## src/rtl/bcd_pkg.sv

```systemverilog
// Shared definitions for the binary-to-BCD converter: state encoding,
// the blank-digit code and a width helper.
package bcd_pkg;

  localparam logic [3:0] BCD_BLANK = 4'b1111;

  typedef enum logic [1:0] {
    IDLE  = 2'd0,
    SHIFT = 2'd1,
    HOLD  = 2'd2
  } state_e;

  function automatic int clog2(input int value);
    int r;
    r = 0;
    for (int v = value - 1; v > 0; v = v >> 1) begin
      r = r + 1;
    end
    return r;
  endfunction

endpackage

```

## src/rtl/bcd_add3.sv

```systemverilog
// One double-dabble correction cell: a BCD nibble of 5 or more gets +3 so
// the following left shift carries correctly into the next decimal digit.
module bcd_add3 (
  input  logic [3:0] nib_i,
  output logic [3:0] nib_o
);

  assign nib_o = (nib_i >= 4'd5) ? (nib_i + 4'd3) : nib_i;

endmodule

```

## src/rtl/bin_to_bcd_seq.sv

```systemverilog
// Sequential shift-and-add-3 binary-to-BCD encoder with valid/ready on both
// sides and optional leading-zero blanking for a 7-segment display path.
module bin_to_bcd_seq
  import bcd_pkg::*;
#(
  parameter int BIN_W    = 17,
  parameter int DIGITS   = 6,
  parameter int BLANK_LZ = 0
) (
  input  logic                  CLK100MHZ,
  input  logic                  CPU_RESETN,
  input  logic                  in_valid,
  output logic                  in_ready,
  input  logic [BIN_W-1:0]      in_bin,
  output logic                  out_valid,
  input  logic                  out_ready,
  output logic [4*DIGITS-1:0]   out_bcd,
  output logic                  busy
);

  localparam int BCD_W = 4 * DIGITS;
  localparam int CNT_W = clog2(BIN_W + 1);
  localparam logic [CNT_W-1:0] CNT_LAST = CNT_W'(BIN_W - 1);
  localparam logic [CNT_W-1:0] CNT_ONE  = CNT_W'(1);

  state_e             state_q;
  logic [BIN_W-1:0]   bin_sr_q;
  logic [BCD_W-1:0]   bcd_sr_q;
  logic [CNT_W-1:0]   cnt_q;
  logic [BCD_W-1:0]   out_bcd_q;
  logic               in_ready_q;
  logic               out_valid_q;
  logic               busy_q;

  logic [BCD_W-1:0]   bcd_adj;
  logic [BCD_W-1:0]   bcd_d;
  logic [BIN_W-1:0]   bin_d;
  logic [BCD_W-1:0]   bcd_fmt;
  logic               lead;
  logic               unused_top_bit;

  for (genvar g = 0; g < DIGITS; g++) begin : g_add3
    bcd_add3 u_add3 (
      .nib_i (bcd_sr_q[4*g +: 4]),
      .nib_o (bcd_adj[4*g +: 4])
    );
  end

  // The top BCD bit shifted out is always zero when the parameters are legal.
  assign unused_top_bit = bcd_adj[BCD_W-1];
  assign bcd_d = {bcd_adj[BCD_W-2:0], bin_sr_q[BIN_W-1]};
  assign bin_d = {bin_sr_q[BIN_W-2:0], 1'b0};

  always_comb begin
    bcd_fmt = bcd_d;
    lead    = 1'b1;
    if (BLANK_LZ != 0) begin
      for (int i = DIGITS - 1; i >= 1; i--) begin
        if (lead && (bcd_d[4*i +: 4] == 4'd0)) begin
          bcd_fmt[4*i +: 4] = BCD_BLANK;
        end else begin
          lead = 1'b0;
        end
      end
    end
  end

  always_ff @(posedge CLK100MHZ or negedge CPU_RESETN) begin
    if (!CPU_RESETN) begin
      state_q     <= IDLE;
      bin_sr_q    <= '0;
      bcd_sr_q    <= '0;
      cnt_q       <= '0;
      out_bcd_q   <= '0;
      in_ready_q  <= 1'b1;
      out_valid_q <= 1'b0;
      busy_q      <= 1'b0;
    end else begin
      case (state_q)
        IDLE: begin
          if (in_valid) begin
            bin_sr_q   <= in_bin;
            bcd_sr_q   <= '0;
            cnt_q      <= '0;
            in_ready_q <= 1'b0;
            busy_q     <= 1'b1;
            state_q    <= SHIFT;
          end
        end
        SHIFT: begin
          bin_sr_q <= bin_d;
          bcd_sr_q <= bcd_d;
          cnt_q    <= cnt_q + CNT_ONE;
          if (cnt_q == CNT_LAST) begin
            out_bcd_q   <= bcd_fmt;
            out_valid_q <= 1'b1;
            busy_q      <= 1'b0;
            state_q     <= HOLD;
          end
        end
        HOLD: begin
          // Returning through IDLE gives the one-cycle gap before re-accept.
          if (out_ready) begin
            out_valid_q <= 1'b0;
            in_ready_q  <= 1'b1;
            state_q     <= IDLE;
          end
        end
        default: begin
          state_q     <= IDLE;
          in_ready_q  <= 1'b1;
          out_valid_q <= 1'b0;
          busy_q      <= 1'b0;
        end
      endcase
    end
  end

  assign in_ready  = in_ready_q;
  assign out_valid = out_valid_q;
  assign out_bcd   = out_bcd_q;
  assign busy      = busy_q;

endmodule

```

## config.mk

```make
export PLATFORM = sky130hd
export DESIGN_NAME = bin_to_bcd_seq
export DESIGN_NICKNAME = d
export VERILOG_FILES = /design/src/rtl/bcd_pkg.sv /design/src/rtl/bcd_add3.sv /design/src/rtl/bin_to_bcd_seq.sv
export SDC_FILE = /design/constraint.sdc
export NUM_CORES = 1
export LEC_CHECK = 0
export CORE_UTILIZATION = 40
export DETAILED_ROUTE_END_ITERATION = 8
export GPL_ROUTABILITY_DRIVEN = 0
export PLACE_DENSITY = 0.69
export SYNTH_ARGS = -nofsm -noshare
export SYNTH_HDL_FRONTEND = slang
export SYNTH_SLANG_ARGS = --single-unit
```

## constraint.sdc

```tcl
create_clock -name CLK100MHZ -period 2.3 [get_ports CLK100MHZ]
set_clock_uncertainty 0.1 [all_clocks]
set_input_delay 0.69 -clock CLK100MHZ [delete_from_list [all_inputs] [get_ports CLK100MHZ]]
set_output_delay 0.69 -clock CLK100MHZ [all_outputs]
set_load 0.01 [all_outputs]
```

Word-level counts from Yosys, hierarchy flattened. Cells that the tools add are included.

Reduce and logical (&&, ||, !) cells: 8. Equal/unequal tests: 6. Add/sub/neg operators: 7. Bitwise gates (word level): 3. $lt $le $gt $ge: 6. Mux-type cells: 25.

Operator list (number): one-hot mux 24 bit (2 select lines) (1); one-hot mux 17 bit (2 select lines) (1); greater-or-equal comparator 4 x 3 -> 1 bit, second input constant (6); two-way mux 24 bit (1); adder 4 x 2 -> 4 bit, second input constant (5); two-way mux 4 bit (5); two-way mux 17 bit (1); AND reduction 3 bit (4); one-hot mux 5 bit (2 select lines) (1); one-hot mux 1 bit (3 select lines) (3); two-way mux 1 bit (6); two-way mux 2 bit (3); inequality test 2 bit, second input constant (3); one-hot mux 2 bit (3 select lines) (1); adder 5 x 1 -> 5 bit, second input constant (1); equality test 5 bit, second input constant (1); two-way mux 5 bit (1); AND reduction 2 bit (2); adder 3 x 2 -> 3 bit, second input constant (1); two-way mux 3 bit (1); inverter 1 bit (3); equality test 2 x 1 -> 1 bit, second input constant (1); equality test 2 bit, second input constant (1); zero test 2 bit (1); nonzero test 2 bit (1).

Input port bits: 21. Output and inout port bits: 27. Register bits: 75. Word-level logic and storage cells: 63.

Depth between registers and ports, before layout.
Depth in word-level cells: 3. Depth in mapped cells: 7.

Cells and area by module. A second synthesis with hierarchy kept.

Cells, all modules: 341. Area total of the unflattened synthesis: 3763.6 µm².

By module, submodules not included: bin_to_bcd_seq (cells an instance 245, seq. area each 1878.1 µm², area each 3155.5 µm², times used 1); bcd_add3 (cells an instance 16, seq. area each 0.0 µm², area each 101.3 µm², times used 6).

Worst setup path before layout. No wires, ideal clock.

Path kind: input to register. From: input port in_valid. To: register bin_sr_q[11]. Arrival time: 1.452 ns. Path buffers: 3. Setup slack: 0.613 ns. Cell stages on the path: 6. Library setup time: 0.134 ns. Path through: buf_4 nor2b_1 buf_2 buf_4 a21oi_1 o21ai_0.

Cells in the longest elaborated chain, start to end: 2.

Ends and longest elaborated chain: from (decl) (line bin_to_bcd_seq.sv:12) `input logic in_valid,`; inequality test 2 bit (no line); AND reduction 2 bit (no line); to (signal assigned) (line bin_to_bcd_seq.sv:82) `bin_sr_q <= in_bin;`; to (signal assigned) (line bin_to_bcd_seq.sv:91) `bin_sr_q <= bin_d;`; to (decl) (line bin_to_bcd_seq.sv:27) `logic [BIN_W-1:0] bin_sr_q;`.

No other way between the ends. A chain may end at the register's enable or synchronous reset.

Worst setup path in the final report.
From: register in_ready_q (netlist: in_ready). To: output port in_ready.

RTL lines: from (decl) (line bin_to_bcd_seq.sv:31) `logic in_ready_q;`; from (signal assigned) (line bin_to_bcd_seq.sv:75) `in_ready_q <= 1'b1;`; from (signal assigned) (line bin_to_bcd_seq.sv:85) `in_ready_q <= 1'b0;`; from (signal assigned) (line bin_to_bcd_seq.sv:105) `in_ready_q <= 1'b1;`; to (decl) (line bin_to_bcd_seq.sv:13) `output logic in_ready,`.

No word-level cell between the ends.

==> summary.txt <==
Floorplanning
  • Core area: 0.00881 mm²
  • Die Wd: 97.9 µm
  • Ports: 48
  • Site Rows: 34
  • Die area: 0.00959 mm²
  • Die Span Y: 97.9 µm
  • Initial Util: 41.8%

Run
  • Max-Cap Viols: 0

Synth
  • Synth warnings: 0
  • Avg Cell Area, Syn: 10.0 µm²
  • Synth Instances: 368
  • Syn_nets: 403
  • Register area share after synthesis: 51.0%
  • Netlist cell types: 32
  • Synth Register Bits: 75
  • Mapped cell area: 0.00368 mm²

Global route
  • Met1 usage: 21.2%
  • Largest net degree at the start of global routing: 76
  • Antenna violations before repair: 0
  • Vias in the first global route: 2730
  • Top Usage Layer GRT: met2
  • GRT Overall Usage: 16.5%
  • First-pass GRT wire length: 12700 µm
  • Met3 usage: 4.72%
  • GRT overflow: 0
  • Met2 Usage GRT: 27.4%

STA
  • Max_slew headroom: 73.9%
  • Min Tclk post-route: 2.21 ns
  • Slew Viols, Final: 0
  • Worst-Margin Slew: 0.392 ns
  • Final hold violation count: 0
  • Period utilisation layout: 96.1%
  • RSZ-0062 raised after global routing: false
  • Total Negative Setup Slacks: 0 ns
  • # setup viols final: 0
  • Fmax: 453 MHz

Final layout
  • Area growth syn-to-layout: 22.9%
  • # fillers: 826
  • # nets final: 449
  • N_diodes: 0
  • Finished Core Util: 51.4%
  • Share of cells above drive strength 1: 10.3%
  • Fin area: 0.00452 mm²

Detailed routing
  • Routed WL: 7390 µm
  • Number of nets with antenna violations after routing: 0
  • Wire per inst: 14.0 µm
  • DRT iter0 DRCs: 152
  • DRC viols: 8
  • Total via count in the routed design: 2784
  • 1st-pass router iterations: 6
  • DR vias/cell: 5.28

Setup path
  • Worst path slowest cell: dfstp_2
  • Buf/Inv on CP: 1
  • Reg2Reg Setup Slack: 0.46 ns
  • Max incr delay on CP: 0.55 ns
  • Setup crit start kind: flip-flop
  • Crit-path cells: clkdlybuf4s50_1
  • Critical path arrival: 1.42 ns
  • Setup crit end kind: output port
  • Worst-path fanout max: 3
  • Family with the most delay on the worst path: flip-flops
  • R2R depth: 5
  • Critical Path RT: 1.51 ns
  • R2R Path End: out_bcd[1]
  • CP Class: flip-flop to output port
  • Reg2Reg Launch Point: cnt_q[0]

Clock network
  • Clock Sinks: 75
  • Worst-path clk slew: 0.08 ns
  • Cts hold-fix bufs: 0
  • TritonCTS clock tree: done
  • Clock buffer depth: 2
  • Clk Latency, worst-skew pair: 0.35 ns
  • Root Driver: clkbuf_8
  • Post-CTS sizing: 0
  • Setup Buffers After CTS: 0
  • H-Tree Depth: 3
  • Num CTS Buffers: 9

Min path
  • Worst Hold Class: input pin to asynchronous set/reset pin

Placed design
  • Buffers on Ports: 47
  • Placed Area: 0.00428 mm²
  • Post-DP HPWL: 4730 µm

Status
  • Failing checks: DRC
  • Status: finished, violations left

Power
  • Leak: 1.97 nW
  • Peak supply drop: 0.000526 V
  • Pwr dens: 1340 mW/mm²
[report_power, final]
| group | switching [mW] | leakage, nW | internal, mW |
|---|---|---|---|
| Sequential | 0.452 | 0.964 | 1.87 |
| Combinational | 1.21 | 0.882 | 1.27 |
| Clock | 0.508 | 0.123 | 0.752 |
| Total | 2.17 | 1.97 | 3.90 |
[cell families after synthesis]
family / synth area share, %
compound gates: 19.4
buf+inv: 4.65
simple gates: 14.3
xor+xnor: 1.43
flops: 51.0
fa+ha+maj: 4.76
mux: 4.49
[how the worst max path moves through the flow]
| stage | start | cells after the start | end |
|---|---|---|---|
| after global placement | in_valid | 5 | in_ready |
| after floorplan | in_valid | 6 | bin_sr_q[11] |
| after global routing | in_ready | 1 | in_ready |
| after detailed placement | in_valid | 5 | bin_sr_q[6] |
| after CTS | in_ready | 1 | in_ready |
| final | in_ready | 1 | in_ready |
[placed cells by master (no fill, tap or decap), types with 11 or more instances in the layout]
master	synthesis	routed
clkdlybuf4s50_1	0	46
o21ai_0	62	62
nor3b_1	11	11
ha_1	14	14
dfrtp_1	74	74
inv_1	15	15
a21oi_1	34	34
nor2b_1	17	17
a22oi_1	16	16
nand2_1	37	37
[cell usage after synthesis (all sizes together)]
library cell,instances,share of area [%]
dfrtp,74,50
o21ai,62,8.4
nand2,38,4.1
a21oi,34,4.6
nor2b,17,2.9
a22oi,16,3.3
buf,15,2.5
inv,15,1.5
ha,14,4.8
mux2,13,4.5
nor3b,11,2.2
a22o,9,2.1
nand2b,9,1.5
clkbuf,6,0.65
nand3,6,0.82
nor2,6,0.61
nor3,6,0.82
xnor2,6,1.4
nand3b,2,0.41
nand4,2,0.34
and2b,1,0.20
and4bb,1,0.34
dfstp,1,0.71
o21bai,1,0.31
o22a,1,0.24
o22ai,1,0.17
o32ai,1,0.24
[area by class of cell]
cell class / count / area (µm²) / share of cell area [%]
repair buffers: 56 / 573 / 12.7
flip-flops and latches: 75 / 1880 / 41.5
clock buffers: 10 / 138 / 3.04
well taps: 108 / 135 / 2.99
multi-input cells: 257 / 1630 / 36.1
inverters: 15 / 56.3 / 1.24
clock inverters: 6 / 111 / 2.46
[state kept, by name, summed over array words and instances, names as in the netlist]
register / count
out_bcd: 24
bcd_sr_q: 24
busy: 1
state_q: 2
cnt_q: 5
bin_sr_q: 17
out_valid: 1
in_ready: 1
[per-stage QoR]
stage	setup WS, ns	cells	power (mW)	hold slack (ns)
floorplan	0.613	368	3.96	0.294
global placement	0.235	511	4.74	0.362
detailed placement	0.196	511	4.86	0.369
CTS	0.0649	527	6.16	0.248
global route	0.0298	527	6.57	0.247
finish	0.0901	527	6.07	0.246
[metal layers]
layer  up-vias  share of wire, %
li1       1378                 -
met1      1345                47
met2        57                48
met3         4               3.8
met4         0              0.80
met5         -                 0
Power figures use the tool's default switching activity.
